--- config.mk ---
export PLATFORM = sky130hd
export DESIGN_NAME = bc_buffer
export DESIGN_NICKNAME = d
export VERILOG_FILES = /design/src/rtl/bc_buffer_pkg.sv /design/src/rtl/bc_fifo.sv /design/src/rtl/bc_buffer.sv
export SDC_FILE = /design/constraint.sdc
export NUM_CORES = 1
export LEC_CHECK = 0
export CAP_MARGIN = 20
export CORE_ASPECT_RATIO = 0.9
export CORE_MARGIN = 2
export CORE_UTILIZATION = 35
export CTS_CLUSTER_DIAMETER = 120
export DETAILED_ROUTE_END_ITERATION = 10
export PLACE_DENSITY = 0.53
export SLEW_MARGIN = 10
export SYNTH_ARGS = -nofsm -noshare
export SYNTH_HDL_FRONTEND = slang
export SYNTH_HIERARCHICAL = 1
export SYNTH_SLANG_ARGS = --single-unit
--- constraint.sdc ---
create_clock -name clk -period 3.35 [get_ports clk]
set_input_delay 0.5025 -clock clk [delete_from_list [all_inputs] [get_ports clk]]
set_output_delay 0.5025 -clock clk [all_outputs]
set_load 0.005 [all_outputs]
--- src/rtl/bc_buffer_pkg.sv ---
// Shared defaults and word type for the bidirectional controller/avoidance buffer.
package bc_buffer_pkg;

  localparam int BC_DATA_W = 16;
  localparam int BC_DEPTH  = 16;

  typedef logic [BC_DATA_W-1:0] bc_word_t;

endpackage

--- src/rtl/bc_fifo.sv ---
// Single-clock first-word-fall-through FIFO with an occupancy counter.
// Optional BC_BUFFER_LEVEL_EN adds a registered occupancy output (level).
module bc_fifo #(
  parameter int DATA_W = 16,
  parameter int DEPTH  = 16
) (
  input  logic              clk,
  input  logic              rst,
  input  logic              in_valid,
  input  logic [DATA_W-1:0] in_data,
  output logic              in_rdy,
  output logic              out_valid,
  output logic [DATA_W-1:0] out_data,
  input  logic              out_rdy
`ifdef BC_BUFFER_LEVEL_EN
  ,
  output logic [$clog2(DEPTH):0] level
`endif
);

  localparam int AW = $clog2(DEPTH);
  localparam int CW = AW + 1;
  localparam logic [CW-1:0] FULL_CNT = CW'(DEPTH);

  // Handshake: a transfer happens on a rising edge only when valid and rdy are
  // both high; valid never waits on rdy, and in_rdy never looks at out_rdy.
  logic [AW-1:0]     wr_ptr_q, wr_ptr_d;
  logic [AW-1:0]     rd_ptr_q, rd_ptr_d;
  logic [CW-1:0]     count_q, count_d;
  logic [DATA_W-1:0] mem_q [DEPTH];
  logic              push, pop, empty, full;

  assign empty     = (count_q == '0);
  assign full      = (count_q == FULL_CNT);
  // Held low during reset so nothing is accepted while storage is being discarded.
  assign in_rdy    = rst & ~full;
  assign out_valid = ~empty;
  assign out_data  = empty ? '0 : mem_q[rd_ptr_q];
  assign push      = in_valid & in_rdy;
  assign pop       = out_valid & out_rdy;

  always_comb begin
    wr_ptr_d = wr_ptr_q;
    rd_ptr_d = rd_ptr_q;
    count_d  = count_q;
    if (push) wr_ptr_d = wr_ptr_q + AW'(1);
    if (pop)  rd_ptr_d = rd_ptr_q + AW'(1);
    case ({push, pop})
      2'b10:   count_d = count_q + CW'(1);
      2'b01:   count_d = count_q - CW'(1);
      default: count_d = count_q;
    endcase
  end

  always_ff @(posedge clk or negedge rst) begin
    if (!rst) begin
      wr_ptr_q <= '0;
      rd_ptr_q <= '0;
      count_q  <= '0;
    end else begin
      wr_ptr_q <= wr_ptr_d;
      rd_ptr_q <= rd_ptr_d;
      count_q  <= count_d;
    end
  end

  // Storage is not reset; the counter alone decides what is valid.
  always_ff @(posedge clk) begin
    if (push) mem_q[wr_ptr_q] <= in_data;
  end

`ifdef BC_BUFFER_LEVEL_EN
  assign level = count_q;
`endif

endmodule

--- src/rtl/bc_buffer.sv ---
// Two independent FWFT FIFOs between controller and avoidance logic.
// Optional BC_BUFFER_LEVEL_EN exposes avoid_level / ctrl_level occupancy outputs.
module bc_buffer
  import bc_buffer_pkg::*;
#(
  parameter int DATA_W = BC_DATA_W,
  parameter int DEPTH  = BC_DEPTH
) (
  input  logic              clk,
  input  logic              rst,
  input  logic              ctrl_in_valid,
  input  logic [DATA_W-1:0] ctrl_in_data,
  output logic              ctrl_in_rdy,
  output logic              avoid_out_valid,
  output logic [DATA_W-1:0] avoid_out_data,
  input  logic              avoid_out_rdy,
  input  logic              avoid_in_valid,
  input  logic [DATA_W-1:0] avoid_in_data,
  output logic              avoid_in_rdy,
  output logic              ctrl_out_valid,
  output logic [DATA_W-1:0] ctrl_out_data,
  input  logic              ctrl_out_rdy
`ifdef BC_BUFFER_LEVEL_EN
  ,
  output logic [$clog2(DEPTH):0] avoid_level,
  output logic [$clog2(DEPTH):0] ctrl_level
`endif
);

  bc_fifo #(.DATA_W(DATA_W), .DEPTH(DEPTH)) u_ctrl_to_avoid (
    .clk       (clk),
    .rst       (rst),
    .in_valid  (ctrl_in_valid),
    .in_data   (ctrl_in_data),
    .in_rdy    (ctrl_in_rdy),
    .out_valid (avoid_out_valid),
    .out_data  (avoid_out_data),
    .out_rdy   (avoid_out_rdy)
`ifdef BC_BUFFER_LEVEL_EN
    ,
    .level     (avoid_level)
`endif
  );

  bc_fifo #(.DATA_W(DATA_W), .DEPTH(DEPTH)) u_avoid_to_ctrl (
    .clk       (clk),
    .rst       (rst),
    .in_valid  (avoid_in_valid),
    .in_data   (avoid_in_data),
    .in_rdy    (avoid_in_rdy),
    .out_valid (ctrl_out_valid),
    .out_data  (ctrl_out_data),
    .out_rdy   (ctrl_out_rdy)
`ifdef BC_BUFFER_LEVEL_EN
    ,
    .level     (ctrl_level)
`endif
  );

endmodule

==> metrics, run 1 <==
status complete, no violations; Max Cap Viol 0; commonest non-fill, non-tap cell in the layout edfxtp_1; post-synth net total a little over 1000; fin crit period approximately 3300 ps; CTS max path bufs 3; CTS tree yes; met2 wire length around 22000 µm; top sig layer met5; reg2reg end u_ctrl_to_avoid/count_q[4]$_DFFE_PN0P_; synthesis-to-layout area growth 20.9%; M1 wire length ~23000 µm; first-pass GRT wire length ~70000 µm; vias per inst 5.16; unrepaired setup endpoints after global routing yes; final total power about 21 mW; Netlist cell types between 40 and 50; Final Slew Violations 0; diode count 0; clock buffer count from CTS 57; # rows between 80 and 90; Cell Pwr Density 828 mW/mm²; worst min-delay path class in -> async; largest net degree at the start of global routing 36; H-tree depth 2; P_leak roughly 8.5 nW; vias in the first global route roughly 11000; Worst Setup End Kind output port; Initial Utilization 35.5%; critical path data arrival time 2790 ps; most frequent cells in the layout 512 x edfxtp_1, 128 x mux4_2, 86 x buf_4; port bufs 73; maximum vdd ir drop 397 µV; IO Count 74; R2R depth 10; Die Span Y 238 µm; routed length per instance between 20 and 25 µm; initial DRC count 800; fin crit share 98.3%; Setup violations, final 0; Synth Flop Type edfxtp_1; GRT Util Overall 15.4%; Filler cells 5154; Register Area between 0.015 and 0.02 mm²; share of layout cells above drive strength 1 a little over a third; routed via count between 10000 and 15000; Detailed Route WL ~48000 µm; Remaining DRCs 0; core area 0.0599 mm²; flop2flop setup slack ~370 ps; CTS clk-pin slew, worst paths roughly 60 ps; TritonRoute pass-1 iters 5; initial antenna violation count 2; global placer's final weighted congestion between 0.7 and 0.8; nets 1229; Fmax between 0.3 and 0.4 GHz; Die Area around 0.063 mm²; post-synthesis async set-or-reset flop share between 4 and 5%; clk_skew ~43 ps; Final ANT Viol Nets 0; Syn Area/Cell 21.7 µm²; Cells after Synth a little under 1000; Post-synth EDFFs 512; worst setup margin around 57 ps; worst slack, placed between 200 and 300 ps; Post-Syn Area around 0.021 mm²; Worst R2R Start u_ctrl_to_avoid/count_q[1]$_DFFE_PN0P_; grt ovf 0; dpl hpwl between 20000 and 30000 µm; clk_lat worst skew approximately 630 ps; sequential cell area fraction in the yosys report 75.4%; CP startpoint kind flip-flop; clk root buf clkbuf_16; CP required between 2000 and 3000 ps; Yosys reg bits around 540; CP max FO 5; met3 WL ~2000 µm; Worst Tran Pin Value about 720 ps; Die W about 260 µm; WS Path Type reg -> out; Num Clock Sinks 538; Fin. Hold Viols 0; Slew headroom around 52%; Yosys warnings 6; area of the multi-input gates 0.00501 mm²
-- state kept, by name (all words and copies together) (netlist names) --
name and count:
u_ctrl_to_avoid/mem_q 256, u_ctrl_to_avoid/wr_ptr_q 4, u_avoid_to_ctrl/wr_ptr_q 4, u_avoid_to_ctrl/mem_q 256, u_avoid_to_ctrl/count_q 5, u_ctrl_to_avoid/count_q 5, u_ctrl_to_avoid/rd_ptr_q 4, u_avoid_to_ctrl/rd_ptr_q 4
-- how the worst max path moves through the flow --
| stage | from | end | slack [ps] | depth (start not counted) |
|---|---|---|---|---|
| 5_1_grt | u_avoid_to_ctrl/count_q[1]$_DFFE_PN0P_ | ctrl_out_data[0] | -20 | 7 |
| 3_3_place_gp | u_ctrl_to_avoid/rd_ptr_q[1]$_DFFE_PN0P_ | avoid_out_data[1] | 300 | 5 |
| 3_5_place_dp | u_ctrl_to_avoid/rd_ptr_q[1]$_DFFE_PN0P_ | avoid_out_data[1] | 270 | 5 |
| 4_1_cts | u_ctrl_to_avoid/rd_ptr_q[1]$_DFFE_PN0P_ | avoid_out_data[9] | -100 | 8 |
| 2_1_floorplan | u_ctrl_to_avoid/count_q[2]$_DFFE_PN0P_ | u_ctrl_to_avoid/count_q[4]$_DFFE_PN0P_ | 320 | 14 |
| 6_report | u_avoid_to_ctrl/count_q[1]$_DFFE_PN0P_ | ctrl_out_data[0] | 60 | 7 |
-- Yosys cell counts (2+ instances only) --
cell      number  share of area, %
clkbuf_1      17              0.30
nand4_1        7              0.21
o211a_1        2             0.094
nand3_1        2             0.047
nand4b_1       3              0.12
nor2b_4        2              0.13
nor2b_1       13              0.38
xor2_1         7              0.29
nor3_1         8              0.19
a21oi_1        3             0.071
nor2_1        29              0.51
a221o_2        6              0.32
inv_1          9              0.16
buf_1         18              0.32
o21a_1         4              0.14
o211ai_2       2              0.12
nand2b_4       2              0.13
buf_2         11              0.26
a221o_1       26               1.2
edfxtp_1     512                72
o21ai_0        6              0.14
ha_1          18               1.1
and2b_1       19              0.67
nand2b_1       5              0.15
xnor2_1       17              0.70
mux4_2       128                14
buf_8          2              0.14
or4_4          2              0.11
buf_6          7              0.37
a31oi_1        2             0.059
mux2_2        36               1.9
nand2_1       18              0.32
dfrtp_1       26               3.1
-- metrics by stage --
| stage | util, % | setup TNS [ps] | hold WS (ps) | std cells | cell area [µm²] |
|---|---|---|---|---|---|
| finish | 42.9 | 0 | 475 | 1999 | 25700 |
| detailed placement | 39.1 | 0 | 520 | 1842 | 23400 |
| CTS | 43.0 | -342 | 498 | 1997 | 25700 |
| global route | 42.9 | -89.2 | 501 | 1999 | 25700 |
| global placement | 39.1 | 0 | 525 | 1842 | 23400 |
| floorplan | - | 0 | 207 | 979 | 21200 |
-- timing repair --
item / 4_1_cts / 5_1_grt
setup endpoints to repair: 32 / 23
resized for setup: 114 / 9
cloned: 3 / 0
hold endpoints to repair: 26 / 0
hold buffers: 1 / 0
pin swaps: 8 / 6
buffers inserted: 49 / 7
-- logic make-up after synthesis --
logic type                 after synthesis  share of synthesized area, %
AOI/OAI and AO/OA                       55                          2.30
xor gates and xnor gates                24                         0.989
adders and majority gates               18                          1.06
buffers and inverters                   65                          1.58
DFF                                    538                          75.4
muxes                                  164                          15.5
and+or+nand+nor                        115                          3.17
-- layer usage --
| layer | global-route usage [%] | vias up |
|---|---|---|
| li1 | - | 4463 |
| met3 | 2.61 | 68 |
| met1 | 23.1 | 5562 |
| met2 | 23.2 | 211 |
| met4 | 4.38 | 4 |
| met5 | 0 | - |
-- area by class of cell --
type / count / share of cell area (%)
flip-flops and latches: 538 / 62.4
well taps: 783 / 3.81
repair buffers: 191 / 7.11
clock inverters: 34 / 1.30
inverters: 9 / 0.131
clock buffers: 68 / 5.71
multi-input cells: 376 / 19.5
-- power by group --
| part | internal, mW | switching, mW |
|---|---|---|
| clock | 3.45 | 2.61 |
| sequential | 7.87 | 0.333 |
| combinational | 3.77 | 3.24 |
| total | 15.1 | 6.18 |
-- worst max-delay path: stages, from the launching register on --
cell and delay (ps):
dfrtp_2 410, or4_4 570, o211ai_4 300, buf_8 180
buf_6 100, and2b_1 160, a221o_1 310, buf_2 150
Note: power is estimated with default switching activity, not from simulation.
==> run 2, diff against run 1 <==
CORE_UTILIZATION = 61   (was 35)
PLACE_DENSITY = 0.81   (was 0.53)
==> metrics, run 2 (synthesis gave the netlist of run 1 again) <==
H-tree depth 2 (unchanged); global placer's final weighted congestion 0.781 (+9.3%); clk_skew 39.2 ps (-3.93 ps); commonest non-fill, non-tap cell in the layout edfxtp_1; Final Slew Violations 0 (unchanged); diode count 0 (unchanged); clk root buf clkbuf_16; area post-placement 0.0230 mm² (-1.7%); Worst Setup SP u_avoid_to_ctrl/rd_ptr_q[1]$_DFFE_PN0P_; TritonRoute pass-1 iters 5 (unchanged); clk_lat worst skew 590 ps (-40 ps); core area 0.0342 mm² (-43%); initial antenna violation count 0 (-2); maximum vdd ir drop 632 µV (+59%); worst slack, placed 390 ps (+121 ps); status complete, no violations; WHS 408 ps (-68.0 ps); Filler cells 1790 (-65%); setup_tns 0 ps (unchanged); Remaining DRCs 0 (unchanged); most frequent cells in the layout 512 x edfxtp_1, 128 x mux4_2, 112 x buf_4; CP startpoint kind flip-flop; Fin. Hold Viols 0 (unchanged); vias in the first global route 11300 (+5.3%); initial DRC count 1334 (+67%); fin crit period 3330 ps (+36.9 ps); Detailed Route WL 51100 µm (+6.8%); CTS clk-pin slew, worst paths 60 ps (about the same); port bufs 73 (unchanged); R2R depth 10 (unchanged); Cell Pwr Density 850 mW/mm² (+2.7%); Die Area 0.0363 mm² (-42%); worst min-delay path class in -> async; largest net degree at the start of global routing 40 (+11%); vias per inst 6.65 (+29%); Die W 201 µm (-24%); largest registers u_avoid_to_ctrl/mem_q: 256 flops, u_ctrl_to_avoid/mem_q: 256 flops; Num Clock Sinks 538 (unchanged); fin crit share 99.4% (+1.1 points); CTS max path bufs 3 (unchanged); Max Cap Viol 0 (unchanged); clock buffer count from CTS 51 (-11%); worst setup margin 20.5 ps (-36.9 ps); first-pass GRT wire length 70700 µm (-0.88%); Fmax 0.300 GHz (-1.1%); synthesis-to-layout area growth 19.6%; share of layout cells above drive strength 1 35.5% (about the same); grt ovf 0 (unchanged); Setup violations, final 0 (unchanged); Final ANT Viol Nets 0 (unchanged); # rows 64 (-25%); GRT Util Overall 26.5% (+11 points); Die Span Y 181 µm (-24%); CP max FO 6 (+1); WS Path Type reg -> out; Final Cell Area 0.0254 mm² (-1.1%); routed length per instance 30.1 µm (+26%); Worst R2R Start u_ctrl_to_avoid/count_q[2]$_DFFE_PN0P_; unrepaired setup endpoints after global routing yes; Worst Tran Pin Value 709 ps (-11.3 ps); nets 1251 (+1.8%); CTS tree yes; Slew headroom 52.6% (+0.71 points); critical path data arrival time 2830 ps (+40 ps); CP required 2850 ps (about the same); Initial Utilization 62.1% (+27 points); routed via count 11300 (+9.5%); P_leak 8.62 nW (+1.7%); IO Count 74 (unchanged); Worst Setup End Kind output port; dpl hpwl 25500 µm (-4.9%)
-- run 2: cell count changes in the layout (fill, tap and decap cells not counted), sizes merged --
cell and change:
dlymetal6s2s +3, clkinvlp -1, bufbuf -1, dlygate4sd2 +3
clkdlybuf4s50 +1, bufinv +2, dlygate4sd3 -1, inv -1
clkbuf -1, clkinv -2, buf +17
-- run 2: path summary, 6_finish.rpt --
path                                                           endpoint  slack [ps]
worst max-delay path                                   ctrl_out_data[3]          20
worst min-delay path             u_ctrl_to_avoid/count_q[0]$_DFFE_PN0P_         410
worst max register to register   u_ctrl_to_avoid/count_q[4]$_DFFE_PN0P_         410
worst min register to register   u_avoid_to_ctrl/count_q[3]$_DFFE_PN0P_         550
max in group asynchronous       u_ctrl_to_avoid/rd_ptr_q[1]$_DFFE_PN0P_        2600
min in group clk                 u_avoid_to_ctrl/count_q[3]$_DFFE_PN0P_         550
-- run 2: power by group --
group / internal, mW / switching, mW / total, mW
sequential: 7.87 / 0.452 / 8.32
combinational: 4.06 / 3.43 / 7.49
clock: 3.28 / 2.52 / 5.80
-- run 2: metal layers --
metal / GRT usage, % / vias to the layer above / part of all wire, %
met2: 43.3 / 797 / 50
met4: 8.71 / 0 / 3.2
li1: - / 4502 / -
met3: 4.53 / 121 / 9.2
met5: 0 / - / 0
met1: 37.3 / 5869 / 38
-- run 2: cell type report --
cell class / count / area (µm²) / share of cell area (%)
Inverter: 9 / 33.8 / 0.133
Sequential cell: 538 / 16000 / 63.1
Timing Repair Buffer: 219 / 2100 / 8.25
Clock inverter: 32 / 344 / 1.35
Tap cell: 462 / 578 / 2.27
Clock buffer: 61 / 1310 / 5.17
Multi-Input combinational cell: 376 / 5000 / 19.7
-- run 2: worst max-delay path: stages, from the launching register on --
cell and delay, ps:
dfrtp_4 530, buf_12 140, buf_16 130, buf_8 130
mux4_2 580, mux2_4 300, a221o_1 310, buf_2 140
-- run 2: repair_timing --
item	4_1_cts	5_1_grt
hold buffers	0	0
setup buffers	46	21
endpoints found under the setup margin	32	20
resized for setup	71	35
cloned	4	1
pin swaps	6	6
-- run 2: per-stage QoR --
stage          total power, mW  std cells  utilization (%)
3_3_place_gp              14.6       1532             67.3
4_1_cts                   21.1       1675             73.7
2_1_floorplan             12.4        979                -
3_5_place_dp              14.7       1532             67.3
6_report                  21.6       1697             74.3
5_1_grt                   22.3       1697             74.3
